<file path="config.mk">
export PLATFORM = sky130hd
export DESIGN_NAME = hlu_ctrl
export DESIGN_NICKNAME = d
export VERILOG_FILES = /design/src/rtl/hlu_ctrl_pkg.sv /design/src/rtl/hlu_ctrl_watchdog.sv /design/src/rtl/hlu_ctrl.sv
export SDC_FILE = /design/constraint.sdc
export NUM_CORES = 1
export LEC_CHECK = 0
export ABC_CLOCK_PERIOD_IN_PS = 4400
export BUFFER_PORTS_ARGS = -buffer_cell sky130_fd_sc_hd__buf_2
export CORE_MARGIN = 3
export CORE_UTILIZATION = 25
export CTS_CLUSTER_SIZE = 25
export DETAILED_ROUTE_END_ITERATION = 12
export PLACE_DENSITY = 0.59
export SLEW_MARGIN = 20
export SYNTH_ARGS = -nofsm -noshare
export SYNTH_HDL_FRONTEND = slang
export SYNTH_HIERARCHICAL = 1
export SYNTH_SLANG_ARGS = --single-unit
</file>
<file path="constraint.sdc">
create_clock -name clk -period 4.4 [get_ports clk]
set_clock_uncertainty 0.1 [all_clocks]
set_input_delay 0.66 -clock clk [delete_from_list [all_inputs] [get_ports clk]]
set_output_delay 0.66 -clock clk [all_outputs]
set_load 0.02 [all_outputs]
</file>
<file path="src/rtl/hlu_ctrl_pkg.sv">
// Shared encodings for the HI/LO unit issue controller: opcodes, HLU start
// commands and FSM states.
package hlu_ctrl_pkg;

    typedef enum logic [2:0] {
        OP_MULT  = 3'd0,
        OP_MULTU = 3'd1,
        OP_DIV   = 3'd2,
        OP_DIVU  = 3'd3,
        OP_MFHI  = 3'd4,
        OP_MFLO  = 3'd5,
        OP_MTHI  = 3'd6,
        OP_MTLO  = 3'd7
    } hlu_op_e;

    localparam logic [3:0] HLU_NONE      = 4'b0000;
    localparam logic [3:0] HLU_START_MUL = 4'b0001;
    localparam logic [3:0] HLU_START_DIV = 4'b0010;

    typedef enum logic [1:0] {
        ST_IDLE  = 2'd0,
        ST_ARMED = 2'd1,
        ST_BUSY  = 2'd2
    } hlu_state_e;

endpackage

</file>
<file path="src/rtl/hlu_ctrl_watchdog.sv">
// Watchdog for a hung HLU: counts cycles with an operation in flight and
// raises a sticky error on timeout or on a start the HLU never acknowledged.
module hlu_watchdog #(
    parameter int unsigned WD_LIMIT = 31
) (
    input  logic clk_i,
    input  logic rst_i,
    input  logic active_i,
    input  logic lost_i,
    output logic timeout_o,
    output logic err_o
);

    localparam int unsigned WDW = (WD_LIMIT < 1) ? 1 : $clog2(WD_LIMIT + 1);
    localparam logic [WDW-1:0] WD_MAX = WDW'(WD_LIMIT);

    logic [WDW-1:0] wd_q, wd_d;
    logic           err_q, err_d;

    assign timeout_o = active_i && (wd_q == WD_MAX);
    assign err_o     = err_q;

    always_comb begin
        wd_d  = '0;
        if (active_i && !timeout_o) begin
            wd_d = wd_q + 1'b1;
        end
        err_d = err_q | timeout_o | lost_i;
    end

    always_ff @(posedge clk_i or posedge rst_i) begin
        if (rst_i) begin
            wd_q  <= '0;
            err_q <= 1'b0;
        end else begin
            wd_q  <= wd_d;
            err_q <= err_d;
        end
    end

endmodule

</file>
<file path="src/rtl/hlu_ctrl.sv">
// Pipeline-side issue/interlock controller for the HI/LO unit: decodes E-stage
// HLU ops, pulses HLU commands, stalls while the HLU is armed/busy.
module hlu_ctrl
    import hlu_ctrl_pkg::*;
#(
    parameter int unsigned WD_LIMIT = 31
) (
    input  logic        clk,
    input  logic        reset,
    input  logic        opValid,
    input  logic [2:0]  opCode,
    input  logic [31:0] rsData,
    input  logic [31:0] rtData,
    input  logic        hluBusy,
    input  logic [31:0] hluResult,
    output logic [31:0] hluA,
    output logic [31:0] hluB,
    output logic [3:0]  hluType,
    output logic        hluUnsigned,
    output logic        hluDst,
    output logic        hluWrite,
    output logic        stall,
    output logic        rdValid,
    output logic [31:0] rdData,
    output logic [31:0] stallCount,
    output logic        err
);

    hlu_state_e  state_q, state_d;
    logic [31:0] stall_cnt_q, stall_cnt_d;
    hlu_op_e     op;
    logic        hlu_op;
    logic        accept;
    logic        start;
    logic        wd_active;
    logic        wd_lost;
    logic        wd_timeout;

    assign op     = hlu_op_e'(opCode);
    assign hlu_op = opValid;

    // Reset gating keeps stall low while the synchronously-reset HLU may
    // still be reporting busy from before the reset.
    assign stall  = !reset && hlu_op && ((state_q == ST_ARMED) || hluBusy);
    assign accept = !reset && hlu_op && !stall;

    always_comb begin
        hluA        = '0;
        hluB        = '0;
        hluType     = HLU_NONE;
        hluUnsigned = 1'b0;
        hluDst      = 1'b0;
        hluWrite    = 1'b0;
        rdValid     = 1'b0;
        rdData      = '0;
        start       = 1'b0;
        if (accept) begin
            unique case (op)
                OP_MULT, OP_MULTU: begin
                    hluType     = HLU_START_MUL;
                    hluA        = rsData;
                    hluB        = rtData;
                    hluUnsigned = opCode[0];
                    start       = 1'b1;
                end
                OP_DIV, OP_DIVU: begin
                    hluType     = HLU_START_DIV;
                    hluA        = rsData;
                    hluB        = rtData;
                    hluUnsigned = opCode[0];
                    start       = 1'b1;
                end
                OP_MTHI, OP_MTLO: begin
                    hluWrite = 1'b1;
                    hluA     = rsData;
                    hluDst   = (op == OP_MTHI);
                end
                OP_MFHI, OP_MFLO: begin
                    hluDst  = (op == OP_MFHI);
                    rdData  = hluResult;
                    rdValid = 1'b1;
                end
            endcase
        end
    end

    // BUSY with busy already low behaves as IDLE, so a start can re-arm directly.
    always_comb begin
        state_d = state_q;
        unique case (state_q)
            ST_IDLE:  if (start) state_d = ST_ARMED;
            ST_ARMED: state_d = hluBusy ? ST_BUSY : ST_IDLE;
            ST_BUSY: begin
                if (!hluBusy) begin
                    state_d = start ? ST_ARMED : ST_IDLE;
                end
            end
            default:  state_d = ST_IDLE;
        endcase
        if (wd_timeout) begin
            state_d = ST_IDLE;
        end
    end

    always_comb begin
        stall_cnt_d = stall_cnt_q;
        if (stall && (stall_cnt_q != '1)) begin
            stall_cnt_d = stall_cnt_q + 32'd1;
        end
    end

    always_ff @(posedge clk or posedge reset) begin
        if (reset) begin
            state_q     <= ST_IDLE;
            stall_cnt_q <= '0;
        end else begin
            state_q     <= state_d;
            stall_cnt_q <= stall_cnt_d;
        end
    end

    assign wd_active  = (state_q == ST_ARMED) || ((state_q == ST_BUSY) && hluBusy);
    assign wd_lost    = (state_q == ST_ARMED) && !hluBusy;
    assign stallCount = stall_cnt_q;

    hlu_watchdog #(
        .WD_LIMIT (WD_LIMIT)
    ) u_watchdog (
        .clk_i     (clk),
        .rst_i     (reset),
        .active_i  (wd_active),
        .lost_i    (wd_lost),
        .timeout_o (wd_timeout),
        .err_o     (err)
    );

endmodule

</file>
== Word level (Yosys, flattened, before mapping) ==
Index checks and enable logic that the tools add are counted.

* Register bits after elaboration: 40
* Bits of input ports: 103
* Word-level logic and storage cells: 69

* Add/subtract/negate cells: 2
* Equality and inequality tests: 13
* Mux-type cells: 25
* Bitwise operators: 2
* Reduce and logical (&&, ||, !) cells: 23

{| class="wikitable"
|+ Operators by type and width
! kind !! count
|-
| $mux W32 || 6
|-
| $add A32 B1 Y32 const B || 1
|-
| $ne A32 B32 Y1 const B || 1
|-
| $eq A3 B3 Y1 const B || 4
|-
| $mux W1 || 10
|-
| $mux W2 || 5
|-
| $logic_and A1 B1 Y1 || 8
|-
| $reduce_or A2 Y1 || 4
|-
| $eq A3 B2 Y1 const B || 2
|-
| $ne A3 B2 Y1 const B || 2
|-
| $pmux W2 S3 || 1
|-
| $reduce_or A6 Y1 || 1
|-
| $add A5 B1 Y5 const B || 1
|-
| $eq A5 B5 Y1 const B || 1
|-
| $mux W5 || 1
|-
| $logic_not A1 Y1 || 4
|-
| $pmux W2 S2 || 1
|-
| $reduce_or A4 Y1 || 1
|-
| $eq A3 B1 Y1 const B || 1
|-
| $logic_not A3 Y1 || 1
|-
| $eq A2 B1 Y1 const B || 1
|-
| $eq A2 B2 Y1 const B || 1
|-
| $logic_not A2 Y1 || 1
|-
| $logic_or A1 B1 Y1 || 2
|-
| 3 further kinds || 4
|}

== Longest topological paths before layout ==
* Word-level depth: 10
* Depth in mapped cells: 8

== Modules after synthesis ==
Netlist, hierarchy kept.

{| class="wikitable"
|+ Modules (own cells, without submodules)
! module !! instances !! cells each !! area an instance (um2)
|-
| hlu_ctrl || 1 || 272 || 2401.1
|-
| hlu_watchdog || 1 || 24 || 269.0
|}

== Least setup slack after synthesis ==
OpenSTA, ideal clock, no wires.

* Path kind: in2out
* Start point: input reset
* End point: output rdData[22]
* Arrival time: 1922 ps
* Required time: 3640 ps
* Setup slack: 1718 ps
* Stages on the path: 6
* Path through: nand2b_1 > nor3_1 > nand2_1 > nor2_1 > clkbuf_1 > and2_1

* Cells in the longest elaborated chain, start to end: 6

{| class="wikitable"
|+ RTL lines
! item !! RTL line !! text
|-
| start, declared || hlu_ctrl.sv:9 || <nowiki>input logic reset,</nowiki>
|-
| $logic_not A1 Y1 (no source line) (*) || n/a ||
|-
| $logic_and A1 B1 Y1 (*) || hlu_ctrl.sv:44, hlu_ctrl.sv:45 ||
|-
| $logic_and A1 B1 Y1 || hlu_ctrl.sv:44 || <nowiki>assign stall = !reset && hlu_op && ((state_q == ST_ARMED) || hluBusy);</nowiki>
|-
| $logic_not A1 Y1 || hlu_ctrl.sv:45 || <nowiki>assign accept = !reset && hlu_op && !stall;</nowiki>
|-
| $logic_and A1 B1 Y1 (*) || hlu_ctrl.sv:45 ||
|-
| $mux W32 (*) || hlu_ctrl.sv:57 || <nowiki>if (accept) begin</nowiki>
|-
| end, declared || hlu_ctrl.sv:24 || <nowiki>output logic [31:0] rdData,</nowiki>
|}

Mark *: on every way between the ends. The rest lies on a longest branch, timed or not.

== Worst setup path after layout ==
* Start point: register state_q[0]
* End point: output hluB[15]

* Cells in the longest elaborated chain, start to end: 6

{| class="wikitable"
|+ RTL lines
! item !! RTL line !! text
|-
| start, declared || hlu_ctrl.sv:29 || <nowiki>hlu_state_e state_q, state_d;</nowiki>
|-
| start signal, assigned || hlu_ctrl.sv:117 || <nowiki>state_q <= state_d;</nowiki>
|-
| $eq A2 B1 Y1 || hlu_ctrl.sv:44 ||
|-
| $logic_or A1 B1 Y1 || hlu_ctrl.sv:44 ||
|-
| $logic_and A1 B1 Y1 || hlu_ctrl.sv:44 ||
|-
| $logic_not A1 Y1 || hlu_ctrl.sv:45 ||
|-
| $logic_and A1 B1 Y1 || hlu_ctrl.sv:45 ||
|-
| $mux W32 || hlu_ctrl.sv:57 ||
|-
| end, declared || hlu_ctrl.sv:17 || <nowiki>output logic [31:0] hluB,</nowiki>
|}

No other way between the ends.

==> results.ini <==
[timing]
drv_slew=0
setup_viol=0
fin_setup_tns_ns=0
tightestPinTransition_ns=0.9833
finalCritPeriodShare_pct=63.19
timing.slew.headroom_pct=33.84
fmax_mhz=359.7
min_period_ns=2.780
rsz0062_at_grt=false
hold_viol=0

[synthesis]
synth_top_area_share_pct=37.49
synth_area_um2=2670
synth-async-reset-ratio_pct=100.0
synth_edf_count=0
synth_area_leaders=dfrtp_1 37%, and2_1 23%, xnor2_1 8.9%
yosys_warnings=6
postSynthCellCount=296
yosys.area.top_type=dfrtp_1
synth.avg_cell_area_um2=9.020
synth.most_common_cell=and2_1
synthFlopType=dfrtp_1
ys_top_cells_by_count=100 x and2_1, 40 x dfrtp_1, 27 x xnor2_1
ys_seq_elements=40
ys_seq_area_share_pct=37.49
synthDistinctLibCells=39

[setup_path]
endpoint=hluB[15]
crit_path_cell_trace=nor2b_1 -> or3_1 -> nor2_1 -> buf_4 -> and2_1 -> buf_2
setup.worst_path.class=flop to output pin
worst_ep_required_time_ns=3.64
cp_top_family=simple AND/OR/NAND/NOR gates
timing.rr.end=stallCount[21]$_DFFE_PP0P_
r2r_cells=5
r2r_slack_ns=1.97
cp_max_fo=33
cp_slowest_cell=dfrtp_1
arrival_ns=2.02
cp_num_buf_inv=2
path_depth=6
max_stage_delay_ns=0.41
endpoint_kind=output pin
crit_path_start_kind=flop
r2r_start=state_q[0]$_DFFE_PP0P_
startpoint=state_q[0]$_DFFE_PP0P_

[final_layout]
fillers=1064
nets=638
drive_above_1_share_pct=48.03
fin_util_pct=39.50
final_cells=670
area_delta_synth_final_pct=53.42

[clock_tree]
cts_resized=0
cts_root_buf=clkbuf_8
cts_hold_buffers=0
clkTransAtPathRegs_ns=0.08
clock_sinks=40
cts_tree=built
clockBufferDepth=2
numCtsBuffers=5
cts-htree-levels=2
postCtsSetupBuffers=0
insertion_delay_ns=0.30

[pwr]
power_density_nw_per_um2=233.2
peakVddDrop_mv=0.2058
finalPower_mw=0.9555
p_leak_nw=2.411

[grt]
grt_max_degree=35
grt_overflow=0
grt_usage_pct=16.54
grt_pass1_wl_mm=14.77
grt_pass1_vias=2642
antenna_found_initial=1

[die]
core_um2=10370
fp-row-count=37
start_util_pct=25.75
num_io_pins=241
die-area_um2=11960
die_height_um=109.3
die_w_um=109.3

[detailed_routing]
postRouteAntennaNets=0
drt_iter0_markers=198
firstDrtPassIters=4
via_per_inst=4.416
wl_per_cell_um=16.58
drt_wl_total_mm=11.11
drt_drc_violations_left=0
via_count=2959

[place]
gp_congestion=0.7882
dp.cells=661
port_buffers=238
hpwl_mm=9.473

[outcome]
status=finished, final reports clean

[hold_path]
hp-class=input pin to async pin

[run]
maxCapViolCount=0

-- logic make-up (layout without fill, tap and decap cells) --
logic type | after synthesis | in the layout | share of synthesized area, %
compound gates | 6 | 6 | 1.499
xor+xnor | 31 | 31 | 10.17
fa+ha+maj | 3 | 3 | 1.406
buf+inv | 20 | 256 | 4.076
flops | 40 | 40 | 37.49
mux | 2 | 2 | 0.7966
other cells | 1 | 3 | 0.1404
simple gates | 193 | 193 | 44.42
-- layout by cell type (no fill, tap or decap), types with 2 or more instances in the layout --
cell      Yosys  routed
buf_2         0     238
and2_1      100     100
dfrtp_1      40      40
xnor2_1      27      27
nand3_1      15      15
nor2_1       13      13
nand4_1      12      12
and3_1       11      11
nand2_1       9       9
and4_1        6       6
inv_1         6       6
clkbuf_8      0       5
nand2b_1      4       4
nor3_1        4       4
xor2_1        4       4
buf_4         2       4
nor4_1        3       3
ha_1          3       3
nor2b_1       2       2
nor4b_1       2       2
nand3_2       2       2
or3_1         2       2
nand3b_1      2       2
conb_1        1       2
-- layer usage --
metal / global-route usage, % / share of wire [%]
met1: 23.77 / 43
met5: 0 / 0.12
met4: 3.384 / 1.0
met3: 4.345 / 9.9
met2: 25.02 / 46
-- power breakdown --
group          leakage, nW  switching [mW]  internal (mW)
Clock               0.0548           0.139          0.171
Sequential           0.546          0.0388          0.392
Combinational         1.81           0.124         0.0906
-- sequential cells by signal, summed over array words and instances (netlist names) --
| register | count |
|---|---|
| stallCount | 32 |
| state_q | 2 |
| u_watchdog/wd_q | 5 |
| u_watchdog/err_o | 1 |
-- area by class of cell --
type	instances	area, um^2	area share (%)
Sequential cell	40	1001	24.43
Multi-Input combinational cell	237	1564	38.18
Antenna cell	1	2.502	0.06109
Tap cell	136	170.2	4.154
Inverter	6	22.52	0.5498
Clock buffer	5	68.82	1.680
Timing Repair Buffer	242	1221	29.81
Clock inverter	3	46.29	1.130
-- how the worst min path moves through the flow --
stage          slack, ns                      endpoint  cells past startpoint                         start
2_1_floorplan       0.33  u_watchdog/wd_q[0]$_DFF_PP0_                      1  u_watchdog/wd_q[0]$_DFF_PP0_
3_3_place_gp        0.35  u_watchdog/wd_q[0]$_DFF_PP0_                      1  u_watchdog/wd_q[0]$_DFF_PP0_
3_5_place_dp        0.36  u_watchdog/wd_q[0]$_DFF_PP0_                      1  u_watchdog/wd_q[0]$_DFF_PP0_
4_1_cts             0.20  u_watchdog/wd_q[3]$_DFF_PP0_                      2                         reset
5_1_grt             0.22  u_watchdog/wd_q[4]$_DFF_PP0_                      2                         reset
6_report            0.20    u_watchdog/err_o$_DFF_PP0_                      2                         reset
-- metrics by stage --
stage / setup WS [ns] / hold slack [ns] / instance area, um^2
detailed placement: 1.599 / 0.3641 / 3979
CTS: 1.574 / 0.1957 / 4094
global placement: 1.632 / 0.3457 / 3979
finish: 1.620 / 0.2009 / 4096
floorplan: 1.718 / 0.3327 / 2674
global route: 1.459 / 0.2177 / 4094
No activity file was read; power rests on OpenSTA's default activity.
